**src/rtl/pattern_tx.sv**
```systemverilog
// Serial bit-pattern transmitter: sends the low Len bits of Data MSB-first on X,
// optionally repeated with GAP idle cycles between frames. Define PARITY_TX_EN for a trailing even-parity bit.
module pattern_tx #(
  parameter int W   = 8,
  parameter int LW  = 4,
  parameter int GAP = 1
) (
  input  logic          Clk,
  input  logic          Clr,
  input  logic          Start,
  input  logic [W-1:0]  Data,
  input  logic [LW-1:0] Len,
  input  logic [3:0]    Repeat,
  output logic          X,
  output logic          XValid,
  output logic          Busy,
  output logic          Done
);

  localparam int GW = (GAP < 2) ? 1 : $clog2(GAP);

`ifdef PARITY_TX_EN
  typedef enum logic [2:0] {S_IDLE, S_SHIFT, S_GAPW, S_FINISH, S_PAR} state_e;
`else
  typedef enum logic [1:0] {S_IDLE, S_SHIFT, S_GAPW, S_FINISH} state_e;
`endif

  state_e        state_q, state_d;
  logic [W-1:0]  shreg_q, shreg_d;
  logic [W-1:0]  frame_q, frame_d;
  logic [LW-1:0] len_q,   len_d;
  logic [LW-1:0] cnt_q,   cnt_d;
  logic [3:0]    rep_q,   rep_d;
  logic [GW-1:0] gap_q,   gap_d;
`ifdef PARITY_TX_EN
  logic          parity_q, parity_d;
`endif

  logic [LW-1:0] eff_len;
  logic [LW-1:0] shamt;
  logic          post_frame;

  assign eff_len = (Len == '0 || Len > LW'(W)) ? LW'(W) : Len;
  assign shamt   = LW'(W) - eff_len;

  always_comb begin
    // NOTE: every variable gets a default first so no path leaves it unassigned (no latches).
    state_d    = state_q;
    shreg_d    = shreg_q;
    frame_d    = frame_q;
    len_d      = len_q;
    cnt_d      = cnt_q;
    rep_d      = rep_q;
    gap_d      = gap_q;
    post_frame = 1'b0;
`ifdef PARITY_TX_EN
    parity_d   = parity_q;
`endif

    case (state_q)
      S_IDLE: begin
        if (Start) begin
          shreg_d = Data << shamt;
          frame_d = Data << shamt;
          len_d   = eff_len;
          cnt_d   = '0;
          rep_d   = Repeat;
          gap_d   = '0;
`ifdef PARITY_TX_EN
          parity_d = 1'b0;
`endif
          state_d = S_SHIFT;
        end
      end
      S_SHIFT: begin
        shreg_d = {shreg_q[W-2:0], 1'b0};
        cnt_d   = cnt_q + 1'b1;
`ifdef PARITY_TX_EN
        parity_d = parity_q ^ shreg_q[W-1];
        if (cnt_q == len_q - 1'b1) state_d = S_PAR;
`else
        if (cnt_q == len_q - 1'b1) post_frame = 1'b1;
`endif
      end
`ifdef PARITY_TX_EN
      S_PAR: post_frame = 1'b1;
`endif
      S_GAPW: begin
        if (gap_q == GW'(GAP - 1)) begin
          shreg_d = frame_q;
          rep_d   = rep_q - 1'b1;
          cnt_d   = '0;
`ifdef PARITY_TX_EN
          parity_d = 1'b0;
`endif
          state_d = S_SHIFT;
        end else begin
          gap_d = gap_q + 1'b1;
        end
      end
      S_FINISH: state_d = S_IDLE;
      default:  state_d = S_IDLE;
    endcase

    // Shared end-of-frame branch: another frame (with or without a gap) or finish.
    if (post_frame) begin
      if (rep_q != 4'd0) begin
        if (GAP == 0) begin
          shreg_d = frame_q;
          rep_d   = rep_q - 1'b1;
          cnt_d   = '0;
`ifdef PARITY_TX_EN
          parity_d = 1'b0;
`endif
          state_d = S_SHIFT;
        end else begin
          gap_d   = '0;
          state_d = S_GAPW;
        end
      end else begin
        state_d = S_FINISH;
      end
    end
  end

  always_ff @(posedge Clk) begin
    // NOTE: non-blocking assignments so every flop samples the pre-edge values.
    if (Clr) begin
      state_q <= S_IDLE;
      shreg_q <= '0;
      frame_q <= '0;
      len_q   <= '0;
      cnt_q   <= '0;
      rep_q   <= '0;
      gap_q   <= '0;
`ifdef PARITY_TX_EN
      parity_q <= 1'b0;
`endif
    end else begin
      state_q <= state_d;
      shreg_q <= shreg_d;
      frame_q <= frame_d;
      len_q   <= len_d;
      cnt_q   <= cnt_d;
      rep_q   <= rep_d;
      gap_q   <= gap_d;
`ifdef PARITY_TX_EN
      parity_q <= parity_d;
`endif
    end
  end

  always_comb begin
    X      = 1'b0;
    XValid = 1'b0;
    case (state_q)
      S_SHIFT: begin
        X      = shreg_q[W-1];
        XValid = 1'b1;
      end
`ifdef PARITY_TX_EN
      S_PAR: begin
        X      = parity_q;
        XValid = 1'b1;
      end
`endif
      default: ;
    endcase
  end

  assign Busy = (state_q != S_IDLE);
  assign Done = (state_q == S_FINISH);

endmodule

```
**config.mk**
```make
export PLATFORM = sky130hd
export DESIGN_NAME = pattern_tx
export DESIGN_NICKNAME = d
export VERILOG_FILES = /design/src/rtl/pattern_tx.sv
export SDC_FILE = /design/constraint.sdc
export NUM_CORES = 1
export LEC_CHECK = 0
export ABC_AREA = 1
export BUFFER_PORTS_ARGS = -buffer_cell sky130_fd_sc_hd__buf_2
export CAP_MARGIN = 0
export CORE_MARGIN = 5
export CORE_UTILIZATION = 40
export CTS_CLUSTER_DIAMETER = 100
export DETAILED_ROUTE_END_ITERATION = 16
export SKIP_LAST_GASP = 1
export SYNTH_ARGS = -nofsm -noshare
export SYNTH_HDL_FRONTEND = slang
export SYNTH_SLANG_ARGS = --single-unit
```
**constraint.sdc**
```tcl
create_clock -name Clk -period 1.87 [get_ports Clk]
set_input_delay 0 -clock Clk [delete_from_list [all_inputs] [get_ports Clk]]
set_output_delay 0 -clock Clk [all_outputs]
set_load 0.05 [all_outputs]
```
==> reports/qor.txt, run 1 <==
Vias = 1,847
Share of power burned in combinational logic = 28.3%
DR vias/cell = 4.82
P_sw = 555 uW
Worst skew pair latency = 0.28 ns
Die width = 79.5 um
Worst slew pin tran = 0.469 ns
CTS Hold Bufs = 0
Power per standard cell area = 749 nW/um^2
Reg clk slew, reported paths = 0.06 ns
Min Tclk post-route = 1.70 ns
Final HPWL DP = 3.41 mm
H-tree depth = 2
Seq/Total Area, Yosys = 32.1%
R2r worst-path depth = 10
Setup Skew = 0.00404 ns
Max-cap viol count = 0
Routability Congestion = 0.815
Cell internal pwr = 1.15 mW
Period utilization = 91.0%
Status = complete, no violations
N_diodes = 0
Nets = 344
Filler Cells Inserted = 510
First-pass GRT wire length = 7.71 mm
Num CTS Buffers = 5
Critical Path Source Type = flop
Vias in the first global route = 1,763
Clock buffer depth = 2
Netlist cell types = 34
Core Region = 4720 um^2
Largest net degree at the start of global routing = 18
I/O pin cnt = 23
GRT Resource Usage Total = 15.1%
Area added between synthesis and finish = 17.5%
Die Area = 6330 um^2
Final setup vio count = 0
Most frequent cells in the layout = 62 x nand2_1, 33 x inv_1, 31 x dfxtp_1, 26 x nand3_1, 24 x a21oi_1
Crit path max fanout = 13
Final hold vios = 0
Drt drc = 0
DP Worst Slack = -0.0212 ns
Hold_sp = Repeat[0]
Mapped Avg Cell Area = 6.79 um^2
Top cell type's share of synthesized area = 32.1%
Fin area = 2270 um^2
Dominant cells by area after synthesis = dfxtp_1 32%, nand2_1 12%, nand3_1 6.7%
R2R Setup Slk = 0.17 ns
DRT iter0 DRCs = 90
Worst setup margin = 0.169 ns
Layout cells sized above 1 = 19.3%
LEAKAGE = 1.03 nW
Placed Area = 2160 um^2
Synthesis-stage register bit count = 31
Max Slew Vio Count = 0
CP endpoint kind = flop
Critical path required time = 2.03 ns
Hold Crit Endpoint = rep_q[0]$_SDFFE_PP0P_
Mapped Area = 1930 um^2
RSZ-0062 raised after global routing = no
Routed WL = 4.46 mm
Sw Share = 32.6%
Worst slew margin = 68.7%
Antenna violations before repair = 0
Port bufs = 22
Gr ovfl total = 0
Total power = 1.70 mW
Setup CP Type = reg -> reg
FP Rows = 25
Die Y = 79.5 um
Fmax = 0.588 GHz
Worst reg2reg endpoint = cnt_q[3]$_SDFFE_PP0P_
Peak VDD IR = 580 uV
Reg power frac = 44.0%
Drt pass-1 iters = 4
Post-synthesis instance total = 285
Starting density of the core = 41.0%
Clock Tree Root = clkbuf_8
Average wire per standard cell = 11.6 um
Reg-to-reg startpoint = state_q[1]$_SDFFE_PP0P_
Synth warn = 0
CTS tree = built
FF/Latch Area = 621 um^2
Syn Nets = 312
Clock power share = 27.7%
Antenna Violating Nets Remaining = 0
CTS Sinks = 31
Most common cell after layout, fill and taps aside = nand2_1
Worst Hold Class = in -> reg
Multi-input gate area = 1150 um^2
Cell taking the most area after synthesis = dfxtp_1
Worst Path Arrival = 1.86 ns
Worst Hold Depth = 3
[through the flow]
step	hold slack, ns	TNS (ns)	cells	util, %
6_report	0.00654	0	383	48.1
5_1_grt	0.0292	0	383	48.1
4_1_cts	0.00382	0	382	47.4
3_5_place_dp	0.295	-0.0227	376	45.8
3_3_place_gp	0.303	0	376	45.8
2_1_floorplan	0.145	-0.00536	285	-
[power groups by stage]
stage	Combinational [mW]	Sequential, mW	Clock [mW]
5_1_grt	0.551	0.755	0.511
2_1_floorplan	0.350	0.755	0
3_5_place_dp	0.469	0.762	0
4_1_cts	0.472	0.748	0.483
6_report	0.482	0.748	0.471
3_3_place_gp	0.468	0.762	0
[cell type report]
type / instances / share of cell area (%)
multi-input cells: 207 / 50.4
clock buffers: 6 / 3.19
inverters: 38 / 6.55
repair buffers: 34 / 8.81
well taps: 67 / 3.69
flip-flops and latches: 31 / 27.3
[registers in the layout, summed over array words and instances (netlist names)]
name / cells
frame_q: 8
shreg_q: 8
cnt_q: 4
len_q: 4
rep_q: 4
state_q: 2
gap_q: 1
[synth_stat cells]
| cell | n |
|---|---|
| nand3_1 | 26 |
| and2_1 | 1 |
| a221oi_1 | 1 |
| o21ai_2 | 1 |
| inv_2 | 4 |
| nand2_4 | 1 |
| a21oi_2 | 3 |
| a21oi_1 | 25 |
| nor2_2 | 1 |
| o211ai_1 | 2 |
| dfxtp_1 | 31 |
| nor2_1 | 20 |
| inv_1 | 34 |
| ha_1 | 8 |
| nor2_8 | 1 |
| nand4_1 | 9 |
| a211oi_1 | 2 |
| nand2_2 | 4 |
| nand3_2 | 1 |
| o221ai_1 | 1 |
| a21o_1 | 1 |
| clkbuf_1 | 3 |
| nand3b_1 | 2 |
| buf_6 | 2 |
| nand2b_1 | 1 |
| nor3_1 | 3 |
| nand2_1 | 62 |
| a31oi_1 | 4 |
| a211oi_2 | 1 |
| buf_4 | 1 |
| xnor2_1 | 2 |
| xor2_1 | 4 |
| o21ai_0 | 20 |
| buf_2 | 3 |
[cells by family (layout without fill, tap and decap cells)]
kind of cell | Yosys count | in the layout | synth area share [%]
compound gates | 61 | 61 | 18.2
xor+xnor | 6 | 6 | 2.72
fa+ha+maj | 8 | 8 | 5.17
buf+inv | 47 | 78 | 10.3
flops | 31 | 31 | 32.1
simple gates | 132 | 132 | 31.5
[how the worst max path moves through the flow]
stage | depth (start not counted) | slack (ns) | start | end
floorplan | 10 | -0.005 | state_q[1]$_SDFFE_PP0P_ | shreg_q[1]$_SDFFE_PP0P_
detailed placement | 10 | -0.02 | state_q[1]$_SDFFE_PP0P_ | shreg_q[0]$_SDFFE_PP0P_
global route | 11 | 0.002 | state_q[1]$_SDFFE_PP0P_ | shreg_q[7]$_SDFFE_PP0P_
finish | 10 | 0.17 | state_q[1]$_SDFFE_PP0P_ | cnt_q[3]$_SDFFE_PP0P_
CTS | 11 | 0.03 | state_q[1]$_SDFFE_PP0P_ | shreg_q[7]$_SDFFE_PP0P_
global placement | 10 | 0.08 | state_q[1]$_SDFFE_PP0P_ | shreg_q[0]$_SDFFE_PP0P_
[routing by layer]
layer  global-route usage, %  vias up  routed length (um)
met4                    4.12        0                  32
met2                    24.6       30                2010
li1                        -     1008                   -
met3                    3.39        4                 155
met5                       0        -                   0
met1                    19.9      805                2260
[what timing repair did]
action                     4_1_cts  5_1_grt
hold endpoints to repair         0        0
gates resized for setup          1        6
setup endpoints to repair        2       11
buffers inserted                 0        1
gates cloned                     0        0
pin swaps                        0        1
[critical path: stages, from the launching register on]
cell and delay, ns:
dfxtp_1 0.34, inv_1 0.09, ha_2 0.22, clkinvlp_4 0.12
a21oi_2 0.21, nor2_4 0.08, inv_2 0.14, nand2_8 0.10
nand4_1 0.10, xor2_1 0.15, nor2_1 0.05
Power figures use the tool's default switching activity.
==> inputs of run 2 (changes only) <==
--- a/config.mk
+++ b/config.mk
@@ -8,10 +8,13 @@
 export ABC_AREA = 1
 export BUFFER_PORTS_ARGS = -buffer_cell sky130_fd_sc_hd__buf_2
 export CAP_MARGIN = 0
+export CELL_PAD_IN_SITES_DETAIL_PLACEMENT = 1
+export CELL_PAD_IN_SITES_GLOBAL_PLACEMENT = 2
 export CORE_MARGIN = 5
-export CORE_UTILIZATION = 40
+export CORE_UTILIZATION = 29
 export CTS_CLUSTER_DIAMETER = 100
 export DETAILED_ROUTE_END_ITERATION = 16
+export PLACE_DENSITY_LB_ADDON = 0.1
 export SKIP_LAST_GASP = 1
 export SYNTH_ARGS = -nofsm -noshare
 export SYNTH_HDL_FRONTEND = slang
==> run 2 against run 1 <==
  * Fmax is 1.8% higher
  * Sequential share of layout area is 0.89 points lower
  * Utilization is 11 points lower
  * Global-route usage is 0.64 points lower
  * Non-clock buffer count is 3 higher
  * Sequential power hardly changed
  * Wire length is 25% higher
  * Die area is 33% higher
  * Critical path type unchanged
  * Largest cell class unchanged
==> reports/qor.txt, run 2 (synthesis gave the netlist of run 1 again) <==
Worst skew pair latency = 0.28 ns
Antenna Violating Nets Remaining = 0
Peak VDD IR = 268 uV
Total setup buffers inserted after CTS = 0
Nets = 347
Worst Hold Class = in -> reg
Starting density of the core = 30.1%
Gr ovfl total = 0
Max-cap viol count = 0
GRT Resource Usage Total = 14.5%
Setup Skew = 0.00655 ns
Setup TNS = 0 ns
Port bufs = 22
Area added between synthesis and finish = 21.7%
Vias = 1,947
Min Tclk post-route = 1.67 ns
Die Y = 91.7 um
Max Slew Vio Count = 0
Worst Path Arrival = 1.83 ns
I/O pin cnt = 23
Num CTS Buffers = 5
Worst slew margin = 66.5%
Crit path max fanout = 13
Drt drc = 0
DR vias/cell = 4.89
Final setup vio count = 0
Die Area = 8400 um^2
Final core utilization = 36.6%
Fmax = 0.598 GHz
First-pass GRT wire length = 9.88 mm
Critical Path Source Type = flop
CTS Sinks = 31
Die width = 91.7 um
N_diodes = 0
Power per standard cell area = 825 nW/um^2
Reg clk slew, reported paths = 0.07 ns
Average wire per standard cell = 14.0 um
Setup CP Type = reg -> reg
Vias in the first global route = 2,014
Core Region = 6420 um^2
CP endpoint kind = flop
Final HPWL DP = 4.42 mm
Fin area = 2350 um^2
Placed Area = 2200 um^2
Status = complete, no violations
Biggest regs = frame_q: 8 flops, shreg_q: 8 flops
Layout cells sized above 1 = 20.9%
H-tree depth = 2
Clock buffer depth = 2
Critical path required time = 2.03 ns
Routability Congestion = 0.792
Clock Tree Root = clkbuf_8
FP Rows = 29
Antenna violations before repair = 0
Period utilization = 89.4%
Worst slew pin tran = 0.502 ns
Largest net degree at the start of global routing = 18
DRT iter0 DRCs = 56
CTS tree = built
Routed WL = 5.56 mm
Drt pass-1 iters = 4
Most frequent cells in the layout = 62 x nand2_1, 33 x inv_1, 30 x dfxtp_1, 26 x nand3_1, 24 x a21oi_1
Most common cell after layout, fill and taps aside = nand2_1
LEAKAGE = 1.07 nW
Final hold vios = 0
[run 2: changes by cell type in the layout (fill, tap and decap cells not counted), sizes merged]
cell,before,now
buf,34,36
bufinv,0,1
clkinv,0,1
dlygate4sd3,0,1
[run 2: where the power goes]
part           leakage (nW)  internal (mW)  total (mW)  switching (mW)
combinational         0.752          0.184       0.501           0.316
clock                0.0612          0.431       0.691           0.260
sequential            0.256          0.718       0.749          0.0310
total                  1.07           1.33        1.94           0.607
[run 2: final timing paths]
path	from	to	slack (ns)	cells after the start
max	state_q[1]$_SDFFE_PP0P_	shreg_q[7]$_SDFFE_PP0P_	0.20	11
min	Repeat[3]	rep_q[3]$_SDFFE_PP0P_	0.05	3
max reg2reg	state_q[1]$_SDFFE_PP0P_	shreg_q[7]$_SDFFE_PP0P_	0.20	11
min reg2reg	gap_q$_SDFF_PP0_	gap_q$_SDFF_PP0_	0.47	2
[run 2: layout make-up]
class / instances / area (um^2)
fillers: 838 / 4070
multi-input cells: 207 / 1140
flip-flops and latches: 31 / 622
repair buffers: 37 / 225
inverters: 38 / 149
well taps: 77 / 96.3
clock buffers: 6 / 82.6
clock inverters: 2 / 35.0
[run 2: timing repair]
item | in CTS | in global routing
gates resized for setup | 1 | 8
setup endpoints to repair | 7 | 11
hold endpoints to repair | 1 | 0
hold buffers | 1 | 0
[run 2: worst max-delay path, cell delays in order, from the launching register on]
cell        delay (ns)
dfxtp_2           0.34
inv_1             0.08
ha_2              0.22
clkinvlp_4        0.13
o21ai_1           0.20
nor2_2            0.07
inv_1             0.10
nand2_4           0.12
inv_4             0.12
nor2_1            0.05
nand2_1           0.07
a21oi_1           0.05
[run 2: layer usage]
layer	vias up	global-route usage [%]	wire length [um]
li1	1008	-	-
met1	908	18.7	2670
met2	27	24.5	2640
met3	4	2.70	184
met4	0	4.15	61
met5	-	0	0
[run 2: per-stage QoR]
| step | cells | power, mW | hold WS, ns | setup WS, ns |
|---|---|---|---|---|
| floorplan | 285 | 1.10 | 0.145 | -0.00536 |
| global placement | 389 | 1.26 | 0.286 | 0.0405 |
| detailed placement | 389 | 1.26 | 0.283 | -0.0413 |
| CTS | 398 | 1.97 | 0.0480 | 0.00673 |
| global route | 398 | 2.08 | 0.0983 | -0.00343 |
| finish | 398 | 1.94 | 0.0495 | 0.199 |
